### src/rtl/uart_tx_burst.sv
// UART transmitter that serialises a burst of up to NUM_WORDS words taken from one stream beat.
// Latency: start bit appears on tx from the accepting edge; done pulses as the last stop bit ends.
// Backpressure: s_ready is high only in IDLE, so a beat waits until the previous burst has finished.
module uart_tx_burst #(
  parameter int CLOCKS_PER_PULSE = 4,
  parameter int BITS_PER_WORD    = 8,
  parameter int NUM_WORDS        = 3,
  parameter int PARITY           = 0,
  parameter int STOP_BITS        = 1
) (
  input  logic                                 clk,
  input  logic                                 rstn,
  input  logic                                 s_valid,
  output logic                                 s_ready,
  input  logic [NUM_WORDS*BITS_PER_WORD-1:0]   s_data,
  input  logic [$clog2(NUM_WORDS+1)-1:0]       s_len,
  output logic                                 tx,
  output logic                                 busy,
  output logic                                 done
);

  localparam int DW = NUM_WORDS * BITS_PER_WORD;
  localparam int LW = $clog2(NUM_WORDS + 1);
  localparam int CW = $clog2(CLOCKS_PER_PULSE);
  localparam int BW = $clog2(BITS_PER_WORD);
  localparam int WW = (NUM_WORDS > 1) ? $clog2(NUM_WORDS) : 1;

  if (PARITY < 0 || PARITY > 2) begin : g_bad_parity
    $error("uart_tx_burst: PARITY must be 0, 1 or 2");
  end
  if (STOP_BITS < 1 || STOP_BITS > 2) begin : g_bad_stop
    $error("uart_tx_burst: STOP_BITS must be 1 or 2");
  end
  if (CLOCKS_PER_PULSE < 2) begin : g_bad_cpp
    $error("uart_tx_burst: CLOCKS_PER_PULSE must be at least 2");
  end
  if (BITS_PER_WORD < 5 || BITS_PER_WORD > 9) begin : g_bad_bpw
    $error("uart_tx_burst: BITS_PER_WORD must be 5..9");
  end
  if (NUM_WORDS < 1) begin : g_bad_words
    $error("uart_tx_burst: NUM_WORDS must be at least 1");
  end

  typedef enum logic [2:0] {
    S_IDLE,
    S_START,
    S_DATA,
    S_PARITY,
    S_STOP
  } state_t;

  state_t          state, state_nxt;
  logic [CW-1:0]   c_clocks, c_clocks_nxt;
  logic [BW-1:0]   c_bits, c_bits_nxt;
  logic [WW-1:0]   c_words, c_words_nxt;
  logic [LW-1:0]   len_q, len_nxt;
  // Remaining words of the burst; the word on the line always sits in the low BITS_PER_WORD bits.
  logic [DW-1:0]   data_q, data_nxt;
  logic            done_nxt;
  logic            tx_nxt;
  logic            bit_end;
  logic [BITS_PER_WORD-1:0] word_nxt;
  logic            par_nxt;

  assign s_ready = (state == S_IDLE);
  assign busy    = (state != S_IDLE);
  assign bit_end = (c_clocks == CW'(CLOCKS_PER_PULSE - 1));

  // Next-state, counter and data-buffer logic; tx is derived from the next state so it can be registered.
  always_comb begin
    state_nxt    = state;
    c_clocks_nxt = c_clocks;
    c_bits_nxt   = c_bits;
    c_words_nxt  = c_words;
    len_nxt      = len_q;
    data_nxt     = data_q;
    done_nxt     = 1'b0;

    case (state)
      S_IDLE: begin
        if (s_valid) begin
          data_nxt     = s_data;
          c_clocks_nxt = '0;
          c_bits_nxt   = '0;
          c_words_nxt  = '0;
          if (s_len == '0) begin
            // Empty beat: consumed with no line activity, completion reported next cycle.
            done_nxt = 1'b1;
          end else begin
            len_nxt   = (s_len > LW'(NUM_WORDS)) ? LW'(NUM_WORDS) : s_len;
            state_nxt = S_START;
          end
        end
      end

      S_START: begin
        if (bit_end) begin
          c_clocks_nxt = '0;
          state_nxt    = S_DATA;
        end else begin
          c_clocks_nxt = c_clocks + CW'(1);
        end
      end

      S_DATA: begin
        if (bit_end) begin
          c_clocks_nxt = '0;
          if (c_bits == BW'(BITS_PER_WORD - 1)) begin
            c_bits_nxt = '0;
            state_nxt  = (PARITY != 0) ? S_PARITY : S_STOP;
          end else begin
            c_bits_nxt = c_bits + BW'(1);
          end
        end else begin
          c_clocks_nxt = c_clocks + CW'(1);
        end
      end

      S_PARITY: begin
        if (bit_end) begin
          c_clocks_nxt = '0;
          state_nxt    = S_STOP;
        end else begin
          c_clocks_nxt = c_clocks + CW'(1);
        end
      end

      S_STOP: begin
        if (bit_end) begin
          c_clocks_nxt = '0;
          if (c_bits == BW'(STOP_BITS - 1)) begin
            c_bits_nxt = '0;
            if (LW'(c_words) + LW'(1) == len_q) begin
              c_words_nxt = '0;
              state_nxt   = S_IDLE;
              done_nxt    = 1'b1;
            end else begin
              // Next word follows immediately with no idle gap.
              c_words_nxt = c_words + WW'(1);
              data_nxt    = data_q >> BITS_PER_WORD;
              state_nxt   = S_START;
            end
          end else begin
            c_bits_nxt = c_bits + BW'(1);
          end
        end else begin
          c_clocks_nxt = c_clocks + CW'(1);
        end
      end

      default: begin
        state_nxt = S_IDLE;
      end
    endcase
  end

  // Line level for the next cycle, chosen from the state we are about to enter.
  always_comb begin
    word_nxt = data_nxt[BITS_PER_WORD-1:0];
    par_nxt  = (PARITY == 2) ? ~(^word_nxt) : (^word_nxt);
    tx_nxt   = 1'b1;
    case (state_nxt)
      S_IDLE:   tx_nxt = 1'b1;
      S_START:  tx_nxt = 1'b0;
      S_DATA:   tx_nxt = word_nxt[c_bits_nxt];
      S_PARITY: tx_nxt = par_nxt;
      S_STOP:   tx_nxt = 1'b1;
      default:  tx_nxt = 1'b1;
    endcase
  end

  // State, counters, buffer and registered outputs; reset aborts any frame and idles the line.
  always_ff @(posedge clk or negedge rstn) begin
    if (!rstn) begin
      state    <= S_IDLE;
      c_clocks <= '0;
      c_bits   <= '0;
      c_words  <= '0;
      len_q    <= '0;
      data_q   <= '0;
      done     <= 1'b0;
      tx       <= 1'b1;
    end else begin
      state    <= state_nxt;
      c_clocks <= c_clocks_nxt;
      c_bits   <= c_bits_nxt;
      c_words  <= c_words_nxt;
      len_q    <= len_nxt;
      data_q   <= data_nxt;
      done     <= done_nxt;
      tx       <= tx_nxt;
    end
  end

endmodule

### config.mk
export PLATFORM = sky130hd
export DESIGN_NAME = uart_tx_burst
export DESIGN_NICKNAME = d
export VERILOG_FILES = /design/src/rtl/uart_tx_burst.sv
export SDC_FILE = /design/constraint.sdc
export NUM_CORES = 1
export LEC_CHECK = 0
export BUFFER_PORTS_ARGS = -buffer_cell sky130_fd_sc_hd__buf_2
export CORE_MARGIN = 3
export CORE_UTILIZATION = 53
export CTS_CLUSTER_SIZE = 30
export DETAILED_ROUTE_END_ITERATION = 8
export PLACE_DENSITY_LB_ADDON = 0.25
export SLEW_MARGIN = 10
export SYNTH_ARGS = -nofsm -noshare
export SYNTH_HDL_FRONTEND = slang
export SYNTH_SLANG_ARGS = --single-unit
### constraint.sdc
create_clock -name clk -period 3 [get_ports clk]
set_clock_uncertainty 0.2 [all_clocks]
set_input_delay 0.15 -clock clk [delete_from_list [all_inputs] [get_ports clk]]
set_output_delay 0.15 -clock clk [all_outputs]
set_load 0.02 [all_outputs]
==> results.cfg, run 1 <==
[cts]
cts_tree = built
cts_made_buffers = 5
clk_path_buf_depth = 2
htree_levels = 2
clk_latency_ps = 290
root_buffer = clkbuf_8
clk_pin_slew_ps = 80
post_cts_buffers = 0
clkSinkCount = 38

[route]
viasPerCell = 5.584
drc_errors = 0
routedWlPerCell_um = 15.48
vias = 1865
wl_um = 5171
drtIter0Drc = 146
firstDrtPassIters = 4
postRouteAntennaNets = 0

[critical_path]
regToRegStartpoint = c_bits[0]
reg2reg_depth = 10
r2r_end = tx
cp_data_required_time_ps = 2990
r2r_slack_ps = 280
crit_path_end_kind = flip-flop
start_kind = flip-flop
critPathMaxFanout = 26
crit_end = tx
critical_path_class = reg -> reg
startpoint = c_bits[0]
cp.arrival_ps = 2710

[sta]
period_share = 0.9072
hold_violations = 0
grt_setup_unrepaired = false
setup_tns_ps = 0
worstMarginPinSlew_ps = 833.0
relSlewSlack = 0.4447
setup_viol = 0
fin_crit_ps = 2722
drv_slew = 0
max_freq_ghz = 0.3674

[power]
clockPowerShare = 0.194
p_comb_frac = 0.474
p_int_mw = 1.680
pwr-share-seq = 0.332
p_per_area_nw_per_um2 = 1031
peakVddDrop_mv = 0.7288
p_sw_mw = 1.055
p_leak_nw = 1.224
switching_share = 0.3858

[floorplan]
die_w_um = 69.39
core-area_um2 = 3771
die_area_um2 = 4814
dieHeight_um = 69.39
placementRows = 22
io_pins = 33
start_util = 0.5647

[yosys]
ys.flop_type = dfrtp_1
synth_cell_types = 40
ys.warnings.count = 0
synth_edf_count = 0
synth-seq-cells = 38
async_flop_share = 1.000
yosysSeqAreaShare = 0.4471
synthCells = 235
synth_nets = 268
synthesis.area_um2 = 2130
postSynthAreaPerCell_um2 = 9.062

[final_layout]
diodes = 0
area_delta_synth_final_pct = 24.56
fin_area_um2 = 2653
final_net_count = 318
drive_gt1_frac = 0.1783

[run_status]
run_status = complete, no violations

[global_routing]
use_met3 = 0.03913
grt_pass1_vias = 1907
grt.met2_usage = 0.3835
grt_first_pass_wirelength_um = 9039
grt_busiest_layer = met2
grt_use_met1 = 0.3062
antenna_found_initial = 0
grt.overflow.total = 0
grt_use_total = 0.2318
grt_max_degree = 39

[job]
drv_cap = 0

[placement]
portBuffers = 32
routabilityCongestion = 0.8426
place_area_um2 = 2310
dp_hpwl_um = 3375

[worst_hold_path]
min_path_type = in -> reg
==> sequential cells by signal, summed over array words and instances (netlist names) <==
signal,flops
c_bits,3
done,1
tx,1
c_words,2
data_q,24
c_clocks,2
len_q,2
state,3
==> power by group through the flow <==
| stage | clock network (mW) | registers [mW] | logic (mW) |
|---|---|---|---|
| 4_1_cts | 0.544 | 0.906 | 1.30 |
| 6_report | 0.532 | 0.907 | 1.30 |
| 2_1_floorplan | 0 | 0.865 | 1.01 |
| 3_5_place_dp | 0 | 0.913 | 1.27 |
| 5_1_grt | 0.563 | 0.937 | 1.46 |
| 3_3_place_gp | 0 | 0.911 | 1.23 |
==> through the flow <==
stage	cells	hold slack [ps]	total power, mW	util	setup slack [ps]
CTS	334	141.5	2.750	0.7034	284.2
global placement	306	107.5	2.137	0.6125	354.0
detailed placement	306	102.8	2.179	0.6125	328.1
floorplan	235	-345.6	1.872	-	333.4
finish	334	151.9	2.736	0.7034	278.3
global route	334	183.2	2.957	0.7034	34.05
==> layout by cell type, fill, tap and decap left out, drive strengths merged, types with 2 or more instances in the layout <==
master / instances
mux2i: 7
nor2: 5
ha: 4
nand2b: 8
xnor2: 7
buf: 37
dfrtp: 37
nor3: 2
bufinv: 2
nand2: 52
a211oi: 2
a221o: 7
o31ai: 2
o22ai: 3
a31oi: 5
and2: 2
nor2b: 10
dlygate4sd3: 20
a21oi: 9
and3: 2
nand3: 10
clkbuf: 6
a22oi: 9
inv: 6
o21ai: 20
==> metal layers <==
metal / vias up / routed length, µm / share of wire
li1: 929 / - / -
met1: 884 / 2220 / 0.43
met2: 50 / 2685 / 0.52
met3: 2 / 237 / 0.046
met4: 0 / 28 / 0.0054
met5: - / 0 / 0
==> Yosys cell counts, drive strengths merged (2+ instances only) <==
master / n / area, µm²
nand2: 52 / 195.2
dfrtp: 37 / 925.9
o21ai: 20 / 100.1
nand3: 10 / 50.05
nor2b: 10 / 65.06
a21oi: 9 / 45.04
a22oi: 9 / 67.56
nand2b: 8 / 50.05
a221o: 7 / 70.07
buf: 7 / 51.29
clkbuf: 7 / 26.28
mux2i: 7 / 70.07
xnor2: 7 / 68.82
inv: 6 / 22.52
a31oi: 5 / 31.28
nor2: 5 / 18.77
ha: 4 / 50.05
o22ai: 3 / 18.77
a211oi: 2 / 15.01
and2: 2 / 15.02
and3: 2 / 12.51
nor3: 2 / 10.01
o31ai: 2 / 15.01
==> final cells by class <==
type,count,area (µm²)
clock buffer,6,82.58
sequential,38,952.2
fill,263,1119
timing repair buffer,57,397.9
inverter,6,22.52
multi-input combinational,177,1077
tap,48,60.06
clock inverter,2,60.06
==> cell families (layout without fill, tap and decap cells) <==
| kind of cell | after synthesis | after routing | synth area share |
|---|---|---|---|
| flip-flops | 38 | 38 | 0.4471 |
| multiplexers | 7 | 7 | 0.03290 |
| buffers and inverters | 20 | 71 | 0.04700 |
| adder cells (fa/ha/maj) | 4 | 4 | 0.02350 |
| AO/OA/AOI/OAI | 65 | 65 | 0.2074 |
| AND/OR/NAND/NOR | 93 | 93 | 0.2021 |
| XOR/XNOR | 8 | 8 | 0.03996 |
==> how the worst min path moves through the flow <==
stage	start	depth (start not counted)	end	slack, ps
global route	s_data[4]	4	data_q[4]	180
finish	s_data[2]	4	data_q[2]	150
CTS	s_data[2]	4	data_q[2]	140
global placement	rstn	1	done	110
detailed placement	rstn	1	done	100
floorplan	rstn	0	c_bits[0]	-350
==> timing repair <==
action / CTS / global route
gates resized for setup: 0 / 0
hold buffers: 20 / 0
hold endpoints to repair: 56 / 0
==> critical path, stage by stage (launching register included) <==
cell     delay, ps
dfrtp_1        420
inv_1           70
ha_1           160
nor2b_1        320
and3_1         270
and2_4         340
a221o_1        270
xnor2_1        160
xnor2_1        170
xnor2_1        140
o22ai_1        100
No activity file was read; power rests on OpenSTA's default activity.
==> run 2: changes to the inputs <==
==> constraint.sdc (replaced) <==
create_clock -name clk -period 3 [get_ports clk]
set_clock_uncertainty 0.2 [all_clocks]
set_input_delay 0.45 -clock clk [delete_from_list [all_inputs] [get_ports clk]]
set_output_delay 0.45 -clock clk [all_outputs]
set_load 0.02 [all_outputs]
==> run 2 against run 1 <==
Non-clock buffer count decreased by 20. Cell count decreased by 6.0%. Sequential share of layout area increased by 2.9 points. Worst hold slack got worse by 85 ps. Critical endpoint unchanged.
==> results.cfg, run 2 (synthesized netlist as in run 1, its figures left out) <==
[final_layout]
top_regs = data_q (24), c_bits (3), state (3)
final_cell_mix = nand2_1, dfrtp_1, buf_2
diodes = 0
largest_register_ffs = 24
fill_cells = 304
area_delta_synth_final_pct = 15.16
fin_cells = 314
utilization = 0.6503
layout_commonest_cell = nand2_1
max_flop_register = data_q
final_net_count = 298
drive_gt1_frac = 0.1917

[critical_path]
critPathMaxFanout = 26
startpoint = c_bits[0]
regToRegStartpoint = c_bits[0]
slowest_delay_ps = 420
r2r_end = tx
crit_path_end_kind = flip-flop
start_kind = flip-flop
cp.arrival_ps = 2710
reg2reg_depth = 10
crit_end = tx
cp_top_family = simple AND/OR/NAND/NOR gates
path_buf_inv = 1
crit_slowest_cell = dfrtp_1
cp_data_required_time_ps = 2990
worstSetupPathDepth = 10
crit_top_cell = xnor2_1
crit_chain = inv_1, ha_1, nor2b_1, and3_1, and2_4, a221o_1, xnor2_1, xnor2_1, xnor2_1, o22ai_1
r2r_slack_ps = 280
critical_path_class = reg -> reg

[floorplan]
io_pins = 33
core-area_um2 = 3771
start_util = 0.5647
dieHeight_um = 69.39
die_w_um = 69.39
die_area_um2 = 4814
placementRows = 22

[sta]
period_share = 0.9055
hold_slack_ps = 66.77
worstMarginPinSlew_ps = 834.8
relSlewSlack = 0.4435
setup_tns_ps = 0
fin_crit_ps = 2717
grt_setup_unrepaired = false
drv_slew = 0
hold_violations = 0
max_freq_ghz = 0.3681
setup_viol = 0

[cts]
ctsResizeCount = 0
clkSinkCount = 38
clk_latency_ps = 290
post_cts_buffers = 0
cts_hold_buffers = 0
cts_made_buffers = 5
clk_path_buf_depth = 2
cts_tree = built
clk_pin_slew_ps = 80
root_buffer = clkbuf_8
htree_levels = 2

[power]
clockPowerShare = 0.196
pwr-share-seq = 0.335
p_comb_frac = 0.469
p_leak_nw = 1.138
p_int_mw = 1.663
p_sw_mw = 1.050
switching_share = 0.3870
peakVddDrop_mv = 0.7285
p_per_area_nw_per_um2 = 1106

[route]
firstDrtPassIters = 5
wl_um = 4863
drc_errors = 0
viasPerCell = 5.688
drtIter0Drc = 175
vias = 1786
postRouteAntennaNets = 0
routedWlPerCell_um = 15.49

[global_routing]
grt_max_degree = 39
grt_pass1_vias = 1779
grt.overflow.total = 0
antenna_found_initial = 0
grt_use_total = 0.2167
grt_first_pass_wirelength_um = 8507

[placement]
dp_hpwl_um = 3375
dp.cells = 306
portBuffers = 32
routabilityCongestion = 0.8426

[job]
drv_cap = 0

[worst_hold_path]
min_path_type = in -> async

[run_status]
run_status = complete, no violations
run 2: cell count changes in the layout (fill, tap and decap cells not counted), sizes merged:
cell / previous run / this run
dlygate4sd3: 20 / 0
run 2: stage by stage:
| stage | power, mW | setup WS (ps) | instance area [µm²] |
|---|---|---|---|
| after detailed placement | 2.179 | 328.1 | 2310 |
| final | 2.712 | 283.4 | 2452 |
| after floorplan | 1.872 | 333.4 | 2130 |
| after CTS | 2.730 | 284.2 | 2452 |
| after global placement | 2.137 | 354.0 | 2310 |
| after global routing | 2.936 | 27.05 | 2452 |
run 2: power groups by stage:
| stage | logic, mW | registers [mW] | clock network (mW) |
|---|---|---|---|
| 4_1_cts | 1.28 | 0.906 | 0.544 |
| 3_5_place_dp | 1.27 | 0.913 | 0 |
| 6_report | 1.27 | 0.908 | 0.533 |
| 3_3_place_gp | 1.23 | 0.911 | 0 |
| 2_1_floorplan | 1.01 | 0.865 | 0 |
| 5_1_grt | 1.44 | 0.937 | 0.562 |
run 2: cell type report:
type	instances	area, µm²	share of cell area
sequential	38	952.2	0.3883
inverter	6	22.52	0.009184
timing repair buffer	37	197.7	0.08061
clock inverter	2	60.06	0.02449
tap	48	60.06	0.02449
multi-input combinational	177	1077	0.4393
clock buffer	6	82.58	0.03367
run 2: routing by layer:
layer	global-route usage	up-vias	share of wire
met2	0.3453	50	0.49
met5	0	-	0
met4	0.08243	0	0.0078
met1	0.2940	841	0.45
met3	0.03913	4	0.047
li1	-	891	-
run 2: how the worst min path moves through the flow:
stage	startpoint	end	slack (ps)
2_1_floorplan	rstn	c_bits[0]	-50
3_3_place_gp	data_q[12]	data_q[12]	260
3_5_place_dp	data_q[11]	data_q[11]	270
4_1_cts	rstn	c_bits[0]	80
5_1_grt	rstn	state[1]	110
6_report	rstn	state[2]	70
